`src/rtl/cpu_seq_pkg.sv`:
```
// cpu_seq_pkg: shared state encoding, default phase indices and default masks
package cpu_seq_pkg;
  typedef enum logic {S_INIT, S_RUN} state_t;
  localparam int PH_FETCH     = 0;
  localparam int PH_GETREGS   = 1;
  localparam int PH_READMEM   = 2;
  localparam int PH_WRITEBACK = 3;
  localparam logic [3:0] DEF_WAIT_MASK = 4'b1101;
  localparam logic [3:0] DEF_SKIP_MASK = 4'b0100;
endpackage

```
`src/rtl/sat_counter.sv`:
```
// sat_counter: up-counter with synchronous clear that holds at all-ones
module sat_counter #(
  parameter int W = 8
) (
  input  logic         i_clk,
  input  logic         i_rst_n,
  input  logic         i_inc,
  input  logic         i_clr,
  output logic [W-1:0] o_cnt,
  output logic         o_sat
);
  logic [W-1:0] r_cnt;
  assign o_cnt = r_cnt;
  assign o_sat = &r_cnt;
  // clear wins over increment; increment stops once every bit is set
  always_ff @(posedge i_clk or negedge i_rst_n)
    if (!i_rst_n) r_cnt <= '0;
    else if (i_clr) r_cnt <= '0;
    else if (i_inc && !o_sat) r_cnt <= r_cnt + 1'b1;
endmodule

```
`src/rtl/cpu_phase_sequencer.sv`:
```
// cpu_phase_sequencer: one-hot instruction phase strobes with busy-wait, skip, flush and timeout
module cpu_phase_sequencer
  import cpu_seq_pkg::*;
#(
  parameter int                  N_PHASES  = 4,
  parameter logic [N_PHASES-1:0] WAIT_MASK = N_PHASES'(DEF_WAIT_MASK),
  parameter logic [N_PHASES-1:0] SKIP_MASK = N_PHASES'(DEF_SKIP_MASK),
  parameter int                  CNT_W     = 32,
  parameter int                  TO_W      = 16,
  parameter int                  TIMEOUT   = 0,
  localparam int                 PW        = N_PHASES > 2 ? $clog2(N_PHASES) : 1
) (
  input  logic                i_clk,
  input  logic                i_rst_n,
  input  logic                i_en,
  input  logic                i_busy,
  input  logic                i_skip,
  input  logic                i_flush,
  output logic [N_PHASES-1:0] o_phase_oh,
  output logic [PW-1:0]       o_phase_idx,
  output logic                o_phase_first,
  output logic                o_instr_done,
  output logic                o_timeout_err,
  output logic                o_idle,
  output logic [CNT_W-1:0]    o_retired_cnt,
  output logic [CNT_W-1:0]    o_stall_cnt
);
  localparam logic [TO_W-1:0] TO_LAST = TO_W'(TIMEOUT - 1);
  localparam logic [PW-1:0]   FETCH   = PW'(PH_FETCH);

  // lowest later phase not bypassed by skip; MSB flags that one exists
  function automatic logic [PW:0] f_next(input logic [PW-1:0] p, input logic s);
    logic [PW:0] r;
    r = '0;
    for (int q = N_PHASES - 1; q > 0; q--)
      if (q > int'(p) && !(SKIP_MASK[q] && s)) r = {1'b1, PW'(q)};
    return r;
  endfunction

  state_t           r_state, w_state;
  logic [PW-1:0]    r_phase, w_phase;
  logic             r_first, w_first;
  logic             r_done, w_done;
  logic             r_terr, w_terr;
  logic [CNT_W-1:0] r_retired;
  logic             w_stall_inc, w_tmr_inc, w_tmr_clr;
  logic             w_stall_sat, w_tmr_sat;
  logic [TO_W-1:0]  w_timer;
  logic             w_blk, w_to;
  logic [PW:0]      w_nxt;

  assign w_blk = (r_state == S_RUN) && WAIT_MASK[r_phase] && i_busy;
  assign w_to  = (TIMEOUT != 0) && w_blk && (w_timer == TO_LAST);
  assign w_nxt = f_next(r_phase, i_skip);

  assign o_phase_oh    = (r_state == S_RUN) ? N_PHASES'(1) << r_phase : '0;
  assign o_phase_idx   = r_phase;
  assign o_idle        = (r_state == S_INIT);
  assign o_phase_first = r_first;
  assign o_instr_done  = r_done;
  assign o_timeout_err = r_terr;
  assign o_retired_cnt = r_retired;

  sat_counter #(.W(CNT_W)) u_stall (
    .i_clk  (i_clk),
    .i_rst_n(i_rst_n),
    .i_inc  (w_stall_inc && !w_stall_sat),
    .i_clr  (1'b0),
    .o_cnt  (o_stall_cnt),
    .o_sat  (w_stall_sat)
  );

  sat_counter #(.W(TO_W)) u_timer (
    .i_clk  (i_clk),
    .i_rst_n(i_rst_n),
    .i_inc  (w_tmr_inc && !w_tmr_sat),
    .i_clr  (w_tmr_clr),
    .o_cnt  (w_timer),
    .o_sat  (w_tmr_sat)
  );

  // next state with priority flush > timeout > hold > advance/complete
  always_comb begin
    w_state     = r_state;
    w_phase     = r_phase;
    w_first     = 1'b0;
    w_done      = 1'b0;
    w_terr      = 1'b0;
    w_stall_inc = 1'b0;
    w_tmr_inc   = 1'b0;
    w_tmr_clr   = 1'b0;
    if (r_state == S_INIT) begin
      w_state = i_en ? S_RUN : S_INIT;
      w_first = i_en;
    end else if (i_flush) begin
      w_phase   = FETCH;
      w_first   = 1'b1;
      w_tmr_clr = 1'b1;
    end else if (w_to) begin
      w_phase     = FETCH;
      w_first     = 1'b1;
      w_terr      = 1'b1;
      w_stall_inc = 1'b1;
      w_tmr_clr   = 1'b1;
    end else if (w_blk) begin
      w_stall_inc = 1'b1;
      w_tmr_inc   = 1'b1;
    end else if (w_nxt[PW]) begin
      w_phase   = w_nxt[PW-1:0];
      w_first   = 1'b1;
      w_tmr_clr = 1'b1;
    end else begin
      w_state   = i_en ? S_RUN : S_INIT;
      w_phase   = FETCH;
      w_first   = i_en;
      w_done    = 1'b1;
      w_tmr_clr = 1'b1;
    end
  end

  // state, registered pulses and the wrapping retire counter
  always_ff @(posedge i_clk or negedge i_rst_n)
    if (!i_rst_n) begin
      r_state   <= S_INIT;
      r_phase   <= '0;
      r_first   <= 1'b0;
      r_done    <= 1'b0;
      r_terr    <= 1'b0;
      r_retired <= '0;
    end else begin
      r_state   <= w_state;
      r_phase   <= w_phase;
      r_first   <= w_first;
      r_done    <= w_done;
      r_terr    <= w_terr;
      r_retired <= r_retired + CNT_W'(w_done);
    end
endmodule

```
`config.mk`:
```
export PLATFORM = sky130hd
export DESIGN_NAME = cpu_phase_sequencer
export DESIGN_NICKNAME = d
export VERILOG_FILES = /design/src/rtl/cpu_seq_pkg.sv /design/src/rtl/sat_counter.sv /design/src/rtl/cpu_phase_sequencer.sv
export SDC_FILE = /design/constraint.sdc
export NUM_CORES = 1
export LEC_CHECK = 0
export BUFFER_PORTS_ARGS = -buffer_cell sky130_fd_sc_hd__buf_4
export CORE_MARGIN = 8
export CORE_UTILIZATION = 57
export DETAILED_ROUTE_END_ITERATION = 12
export PLACE_DENSITY = 0.88
export SLEW_MARGIN = 30
export SYNTH_ARGS = -nofsm -noshare
export SYNTH_HDL_FRONTEND = slang
export SYNTH_SLANG_ARGS = --single-unit
```
`constraint.sdc`:
```
create_clock -name i_clk -period 7.28 [get_ports i_clk]
set_input_delay 0.364 -clock i_clk [delete_from_list [all_inputs] [get_ports i_clk]]
set_output_delay 0.364 -clock i_clk [all_outputs]
set_load 0.1 [all_outputs]
```
After elaboration in Yosys (flattened, before gate mapping):

Cells that the tools add are included.

* bits in registers: 69
* word-level logic and storage cells: 49

* $add $sub $neg: 2
* magnitude comparators: 4
* equal/unequal tests: 1
* shift-type cells: 1
* multiplexer cells: 25
* bitwise logic cells: 1
* reductions and logical operators: 9

Operator list (number)
* 32-bit by 1-bit adder with 32-bit output: 1
* 32-bit by 1-bit adder with 32-bit output (second input constant): 1
* 32-bit AND reduction: 1
* 1-bit two-way mux: 17
* 3-bit two-way mux: 3
* 2-bit two-way mux: 3
* 1-bit logical AND: 5
* 2-bit > comparator (first input constant): 2
* 4-bit two-way mux: 1
* 1-bit by 2-bit << shifter with 4-bit output (first input constant): 1
* 2-bit by 3-bit less-than comparator with 1-bit output (second input constant): 1
* 1-bit binary-select mux with 2-bit select: 1
* 1-bit by 2-bit > comparator with 1-bit output (first input constant): 1
* 1-bit zero test: 2
* 2-bit inequality test (second input constant): 1
* 2-bit AND reduction: 1
* 1-bit inverter: 1

Depth between registers and ports, before layout:

Gate-level depths: netlist of run 1.

* word-level depth: 9
* mapped depth: 11

Cells and area by module:

A second synthesis of run 1 with hierarchy kept.

* cells, all modules: 369
* area, all modules: 3716.1 sq um

Modules (own cells, without submodules)
* sat_counter: instances 1, cells each 207, area each 1898.1 sq um, sequential area each 800.8 sq um
* cpu_phase_sequencer: instances 1, cells each 162, area each 1818.0 sq um, sequential area each 925.9 sq um

Worst setup path before layout of run 1:

No wires, ideal clock.

* path type: register to register
* start point: register r_phase[1], in the netlist o_phase_idx[1]
* end point: register r_retired[31], in the netlist o_retired_cnt[31]
* arrival: 2976 ps
* slack: 4147 ps
* stages on the path, launching flop included: 11
* clock period less this slack: 3133 ps
* cells stage by stage: dfrtp_1 ha_1 nand2b_1 nand2b_1 nor2_1 ha_1 and3_1 nand3_1 nor3_1 nand4_1 xnor2_1

* word-level cells in the longest chain between the ends: 9
* elaborated cells between the ends (all ways): 16

RTL lines
* from (decl): line cpu_phase_sequencer.sv:41 `logic [PW-1:0] r_phase, w_phase;`
* from (signal assigned): line cpu_phase_sequencer.sv:132 `r_phase <= w_phase;`
* 2-bit > comparator: line cpu_phase_sequencer.sv:36 `if (q > int'(p) && !(SKIP_MASK[q] && s)) r = {1'b1, PW'(q)};`
* 3-bit two-way mux / 1-bit logical AND (equally long branches): line cpu_phase_sequencer.sv:36
* 3-bit two-way mux (2 in series): line cpu_phase_sequencer.sv:36
* 1-bit two-way mux: line cpu_phase_sequencer.sv:108 `end else if (w_nxt[PW]) begin`
* 1-bit two-way mux (*): line cpu_phase_sequencer.sv:105 `end else if (w_blk) begin`
* 1-bit two-way mux (*): line cpu_phase_sequencer.sv:95 `end else if (i_flush) begin`
* 1-bit two-way mux (*): line cpu_phase_sequencer.sv:92 `if (r_state == S_INIT) begin`
* named net w_done: line cpu_phase_sequencer.sv:43 `logic r_done, w_done;`
* 32-bit by 1-bit adder with 32-bit output (*): line cpu_phase_sequencer.sv:136 `r_retired <= r_retired + CNT_W'(w_done);`
* to (signal assigned): line cpu_phase_sequencer.sv:136
* to (decl): line cpu_phase_sequencer.sv:45 `logic [CNT_W-1:0] r_retired;`

The timed path passes the listed nets; every way through them passes the cells marked *. The select of a mux whose other input is x is not followed.
A chain may end at the register's enable or synchronous reset.

Worst setup path in the final report of run 1:

* start point: register r_phase[0], in the netlist o_phase_idx[0]
* end point: register r_retired[31], in the netlist o_retired_cnt[31]

The elaborated chain is that of the path after synthesis.

==> results of run 1 <==
[cells in the mapped netlist]
library cell,number,share of area
nor3b_1,2,0.0045
nor4_1,7,0.013
or3_1,2,0.0038
conb_1,1,0.0011
nand2b_1,5,0.0094
o21ai_0,1,0.0015
nand3_1,32,0.048
a21oi_1,3,0.0045
xor2_1,18,0.047
nor3_1,9,0.014
a21o_1,1,0.0023
and3_1,8,0.015
and4_1,7,0.018
nor2_1,15,0.017
nor4_4,2,0.013
nor4b_1,1,0.0026
nand4_1,20,0.038
mux2_4,1,0.0045
nor4b_4,1,0.0071
o41ai_1,1,0.0026
xnor2_1,42,0.11
nand4_4,1,0.0064
nand2_1,26,0.029
and2_1,5,0.0094
ha_1,8,0.030
buf_4,1,0.0023
nand3b_1,1,0.0023
a211oi_1,1,0.0023
and4bb_2,1,0.0038
clkbuf_1,1,0.0011
nor2_2,1,0.0019
inv_1,7,0.0079
buf_2,1,0.0015
dfrtp_1,69,0.52
a41oi_2,1,0.0049
[cell type report]
| cell class | count | area share |
|---|---|---|
| clock inverters | 4 | 0.0114 |
| repair buffers | 78 | 0.140 |
| inverters | 7 | 0.00628 |
| multi-input cells | 224 | 0.372 |
| flip-flops and latches | 69 | 0.413 |
| clock buffers | 12 | 0.0347 |
| well taps | 75 | 0.0224 |
[routing by layer]
layer,global-route usage,up-vias,wire (um)
li1,-,1239,-
met1,0.237,1279,3340
met2,0.308,84,3740
met3,0.0469,8,561
met4,0.0980,0,87
met5,0,-,0
[worst min path at each step]
stage                        endpoint  slack [ps]  cells past startpoint
finish              o_retired_cnt[18]         110                      1
global placement    o_retired_cnt[31]         460                      1
CTS                 o_retired_cnt[12]         150                      1
detailed placement  o_retired_cnt[31]         480                      1
global route        o_retired_cnt[14]         200                      1
floorplan                o_instr_done          70                      0
[kinds of logic (layout without fill, tap and decap cells)]
logic type	Yosys count	after routing	synth area share
muxes	1	1	0.00451
AOI/OAI and AO/OA	8	8	0.0181
and+or+nand+nor	146	146	0.256
buffers and inverters	10	101	0.0128
other	1	1	0.00113
xor gates and xnor gates	60	60	0.158
DFF	69	69	0.519
adders and majority gates	8	8	0.0301
[critical path: cells and delay by family, from the launching register on]
| kind | cells | cell delay [ps] |
|---|---|---|
| and+or+nand+nor | 7 | 1560 |
| DFF | 1 | 460 |
| adders and majority gates | 2 | 430 |
| xor gates and xnor gates | 1 | 160 |
[power breakdown]
group | switching [mW] | total [mW] | internal [mW]
Sequential | 0.0391 | 0.450 | 0.411
Clock | 0.142 | 0.308 | 0.167
Combinational | 0.353 | 0.442 | 0.0891
[sequential cells by signal, indices dropped and copies added, names as in the netlist]
signal,cells
o_phase_idx,2
r_state,1
o_phase_first,1
o_retired_cnt,32
o_instr_done,1
u_stall.o_cnt,32
==> metrics.md, run 1 <==
| Metric | Value |
|---|---|
| Max Cap Violations | 0 |
| Final net count | 403 |
| # DRC | 0 |
| Global route overflow | 0 |
| Reg clk slew, reported paths | 70 ps |
| Global-route wire length before repair | about 13 mm |
| Netlist Area Pre-Place | around 3300 um2 |
| I/O pin count | 80 |
| Tot Pwr | 1.20 mW |
| Worst-Skew Late Latency | 340 ps |
| CTS tree | done |
| Number of I/O port buffers | roughly 80 |
| Largest net degree at the start of global routing | 70 |
| Cell Pwr Density | 287 nW/um2 |
| # Post-CTS Setup Buffers | 0 |
| Worst Setup End Kind | register |
| Gate Count Post-Synth | roughly 300 |
| Horiz. Die Dim | 92.4 um |
| Critical Path AT | 2960 ps |
| Post-CTS Hold Buffers | 0 |
| Count of state elements after synthesis | approximately 70 |
| Reg2reg start | o_phase_idx[0] |
| Setup_tns | 0 ps |
| Max Fclk | 365 MHz |
| Clk_skew | approximately 10 ps |
| Dpl ws | 4530 ps |
| Core area | 5780 um2 |
| CP endpoint | o_retired_cnt[31] |
| DR iter-0 viols | 65 |
| Routability cong. | about 0.84 |
| Antenna violations before repair | 0 |
| Fin crit period | 2740 ps |
| Initial Util | 0.575 |
| Worst slew margin | 0.437 |
| Worst Setup Start Kind | register |
| Inserted Diodes | 0 |
| Worst hold slack | 115 ps |
| Drt wl/cell | 16.5 um |
| Sink Count | between 60 and 70 |
| Slowest CP cell | nor3_1 |
| Syn. warnings | 0 |
| Die area | 8530 um2 |
| R2r setup slk | 4540 ps |
| Filler Cell Count | between 400 and 500 |
| Vias | 2610 |
| Final WL | 7.72 mm |
| Die H | approximately 92 um |
| Syn_area_per_cell | 11.0 um2 |
| Period utilization | 0.376 |
| Seq/Total Area, Yosys | 0.519 |
| PostCTS Resize Cnt | 0 |
| GRT Util Overall | 0.192 |
| Drt first pass iters | 4 |
| Number of global-route vias before repair | 2777 |
| HPWL after DPL | 5.74 mm |
| Final setup vio count | 0 |
| ANT nets after route | 0 |
| Final instance area | 4180 um2 |
| H-tree lvl count | 3 |
| Hold Path Class | input pin to async pin |
| Cell Rows | 28 |
| Critical path origin | o_phase_idx[0] |
| R2R cell count | 10 |
| Max incr delay on CP | 590 ps |
| Most frequent cells in the layout | buf_4, dfrtp_1, xnor2_1, nand3_1, nand2_1 |
| Multi-input logic area | around 1600 um2 |
| Core Util, Final | 0.723 |
| Crit-path cells | ha_1 -> nand2b_1 -> nand2b_1 -> nor2_1 -> ha_1 -> and3_1 -> nand3_1 -> nor3_1 -> nand4_1 -> xnor2_1 |
| Placed insts | 453 |
| Critical R2R Capture | o_retired_cnt[31] |
| Max FO, Critical Path | 7 |
| Cell Area, Placed | 3990 um2 |
| Share of post-route cells with drive strength above 1 | 0.254 |
| Longest Clk Path Bufs | 2 |
| Root buffer cell | clkbuf_8 |
| IR drop worst, VDD | 0.411 mV |
| Register cell area after layout | 1730 um2 |
| Commonest non-fill, non-tap cell in the layout | buf_4 |
| Final Hold Viols | 0 |
| TritonCTS Buffers | 9 |
| Leak Pwr | slightly above 2 nW |
| DR vias/cell | between 5 and 6 |
| Slew @ Worst Pin | 844 ps |
| Synth unique cells | 35 |
| Status | complete, no violations |
| Area Overhead vs Synth | 25.7% |
| Syn Nets | about 320 |
| RSZ-0062 raised after global routing | no |
| Non-Filler Instances | about 470 |
| Final Max Tran Viols | 0 |
| CP required | 7500 ps |
| Final worst slack | approximately 4500 ps |
| Kind of critical path | register to register |
Note: power is estimated with default switching activity, not from simulation.
==> inputs of run 2 (changes only) <==
--- a/config.mk
+++ b/config.mk
@@ -7,9 +7,9 @@
 export LEC_CHECK = 0
 export BUFFER_PORTS_ARGS = -buffer_cell sky130_fd_sc_hd__buf_4
 export CORE_MARGIN = 8
-export CORE_UTILIZATION = 57
+export CORE_UTILIZATION = 53
 export DETAILED_ROUTE_END_ITERATION = 12
-export PLACE_DENSITY = 0.88
+export PLACE_DENSITY = 0.83
 export SLEW_MARGIN = 30
 export SYNTH_ARGS = -nofsm -noshare
 export SYNTH_HDL_FRONTEND = slang
==> constraint.sdc (replaced) <==
create_clock -name i_clk -period 2.85 [get_ports i_clk]
set_input_delay 0.1425 -clock i_clk [delete_from_list [all_inputs] [get_ports i_clk]]
set_output_delay 0.1425 -clock i_clk [all_outputs]
set_load 0.1 [all_outputs]
==> run 2 against run 1 <==
Effect of this change:
- clock power is 140% higher
- power grew to 2.5 times the previous value
- cell count grew 1.3%
- sequential power grew to 2.6 times the previous value
- combinational power grew to 2.6 times the previous value
- fmax up 7.5%
- critical endpoint is now o_retired_cnt[28]
- largest power group unchanged
==> metrics.md, run 2 (synthesis gave the netlist of run 1 again) <==
| Metric | Value |
|---|---|
| Status | complete, no violations |
| Worst slew margin | 0.435 (-0.00279) |
| Clock Power Share | 0.245 (-0.012) |
| Core Util, Final | 0.679 (-0.0444) |
| Dpl ws | 278 ps (-4250 ps) |
| Max FO, Critical Path | 7 (unchanged) |
| Routability cong. | 0.852 (+1.9%) |
| H-tree lvl count | 3 (unchanged) |
| Max Fclk | 393 MHz (+7.5%) |
| Cells on Worst Hold Path | 4 |
| TritonCTS Buffers | 9 (unchanged) |
| Reg2reg start | o_phase_idx[1] |
| Vias | 2665 (+2.1%) |
| Commonest non-fill, non-tap cell in the layout | buf_4 |
| Core area | 6200 um2 (+7.3%) |
| Worst hold slack | 124 ps (+9.49 ps) |
| Max Cap Violations | 0 (unchanged) |
| Slowest CP cell | dfrtp_2 |
| Largest net degree at the start of global routing | 70 (unchanged) |
| Initial Util | 0.536 (-0.0393) |
| Multi-input logic area | 1560 um2 (unchanged) |
| Drt first pass iters | 4 (unchanged) |
| Worst-Skew Late Latency | 340 ps (about the same) |
| CP delay by family, top | simple AND/OR/NAND/NOR gates |
| Drt wl/cell | 16.6 um (+0.78%) |
| Cell Pwr Density | 719 nW/um2 (+150%) |
| Critical R2R Capture | o_retired_cnt[28] |
| Worst Setup End Kind | register |
| CTS tree | done |
| Share of post-route cells with drive strength above 1 | 0.254 (about the same) |
| Period utilization | 0.894 (+0.518) |
| Root buffer cell | clkbuf_8 |
| R2R cell count | 11 (+1) |
| Register cell area after layout | 1730 um2 (+0.14%) |
| I/O pin count | 80 (unchanged) |
| Antenna violations before repair | 0 (unchanged) |
| P_int | 1.69 mW (+150%) |
| DR iter-0 viols | 96 (+48%) |
| Switch Pwr | 1.34 mW (+150%) |
| Logic pwr share | 0.376 (+0.008) |
| Reg clk slew, reported paths | 70 ps (about the same) |
| Final net count | 408 (+1.2%) |
| Inserted Diodes | 0 (unchanged) |
| Cell Rows | 29 (+3.6%) |
| Clk_skew | 7.11 ps (-3.01 ps) |
| Die H | 95.2 um (+3.1%) |
| # Post-CTS Setup Buffers | 0 (unchanged) |
| # DRC | 0 (unchanged) |
| Number of I/O port buffers | 78 (unchanged) |
| Leak Pwr | 2.03 nW (+0.54%) |
| Min-delay src | i_busy |
| DR vias/cell | 5.61 (+0.82%) |
| CP required | 3080 ps (-4420 ps) |
| Final Max Tran Viols | 0 (unchanged) |
| Final WL | 7.88 mm (+2.1%) |
| Fin crit period | 2550 ps (-192 ps) |
| Final Hold Viols | 0 (unchanged) |
| RSZ-0062 raised after global routing | no |
| Critical path origin | o_phase_idx[1] |
| Area Overhead vs Synth | 26.7% |
| Filler Cell Count | 491 (+16%) |
| Die area | 9070 um2 (+6.2%) |
| Sink Count | 69 (unchanged) |
| ANT nets after route | 0 (unchanged) |
| GRT Util Overall | 0.185 (-0.00669) |
| IR drop worst, VDD | 0.923 mV (+120%) |
| HPWL after DPL | 5.81 mm (+1.2%) |
| Final setup vio count | 0 (unchanged) |
| R2r setup slk | 300 ps (-4240 ps) |
| Horiz. Die Dim | 95.2 um (+3.1%) |
| Final worst slack | 302 ps (-4240 ps) |
| Switching Fraction | 0.443 (-0.00103) |
| Most frequent cells in the layout | buf_4, dfrtp_1, xnor2_1, nand3_1, nand2_1 |
| Critical Path AT | 2780 ps (-180 ps) |
| Global route overflow | 0 (unchanged) |
| Longest Clk Path Bufs | 2 (unchanged) |
| Setup_tns | 0 ps (unchanged) |
| Max incr delay on CP | 450 ps (-140 ps) |
| Global-route wire length before repair | 13.1 mm (-1.4%) |
| WP buf/inv | 1 (+1) |
| Number of global-route vias before repair | 2717 (-2.2%) |
| Crit-path cells | inv_1 -> ha_1 -> nand2b_1 -> nand2b_1 -> nor2_1 -> ha_1 -> ha_1 -> nand4_1 -> nor3_1 -> nand4_1 -> xnor2_1 |
| Flop pwr share | 0.379 (+0.004) |
| Worst path most repeated cell | ha_1 |
| Hold Path Class | input pin to register |
| Worst Setup Start Kind | register |
| Slew @ Worst Pin | 848 ps (+4.19 ps) |
| Hold Path End | o_instr_done |
| Kind of critical path | register to register |
run 2: cell types whose count changed in the layout (fill, tap and decap cells not counted), sizes merged:
cell / delta
clkinvlp: -1
clkinv: -1
dlygate4sd3: +3
clkbuf: +1
buf: +2
run 2: final cells by class:
class | count | share of cell area
Clock inverter | 2 | 0.00832
Inverter | 7 | 0.00624
Multi-Input combinational cell | 224 | 0.369
Tap cell | 77 | 0.0229
Sequential cell | 69 | 0.410
Timing Repair Buffer | 83 | 0.150
Clock buffer | 13 | 0.0330
run 2: stage by stage:
step	cell area [um2]	power, mW	std cells
detailed placement	4010	2.31	457
global route	4210	3.16	475
floorplan	3330	2.05	303
global placement	4010	2.28	457
CTS	4200	3.06	474
finish	4210	3.03	475
run 2: worst min-delay path, delay by kind of cell:
family / cells / cell delay [ps]
and+or+nand+nor: 3 / 200
buffers and inverters: 1 / 80
run 2: timing repair:
item | in CTS | in global routing
resized for setup | 0 | 0
hold endpoints to repair | 70 | 1
hold buffers | 2 | 1
setup endpoints to repair | 0 | 0
run 2: power by group through the flow:
stage	Sequential, mW	Combinational, mW	Clock (mW)
2_1_floorplan	1.66	0.388	0
3_3_place_gp	1.16	1.12	0
3_5_place_dp	1.17	1.14	0
4_1_cts	1.15	1.15	0.760
5_1_grt	1.16	1.19	0.804
6_report	1.15	1.14	0.742
run 2: worst max path at each step:
stage | slack, ps | depth (start not counted) | endpoint
final | 300 | 11 | o_retired_cnt[28]
after detailed placement | 280 | 11 | o_retired_cnt[28]
after global placement | 380 | 11 | o_retired_cnt[28]
after global routing | 0.9 | 11 | o_retired_cnt[28]
after CTS | 260 | 11 | o_retired_cnt[28]
after floorplan | 40 | 10 | o_retired_cnt[31]
run 2: metal layers:
layer | routed length, um | global-route usage | vias to the layer above
li1 | - | - | 1255
met1 | 3200 | 0.214 | 1316
met2 | 3930 | 0.314 | 80
met3 | 593 | 0.0591 | 14
met4 | 155 | 0.0715 | 0
met5 | 0 | 0 | -
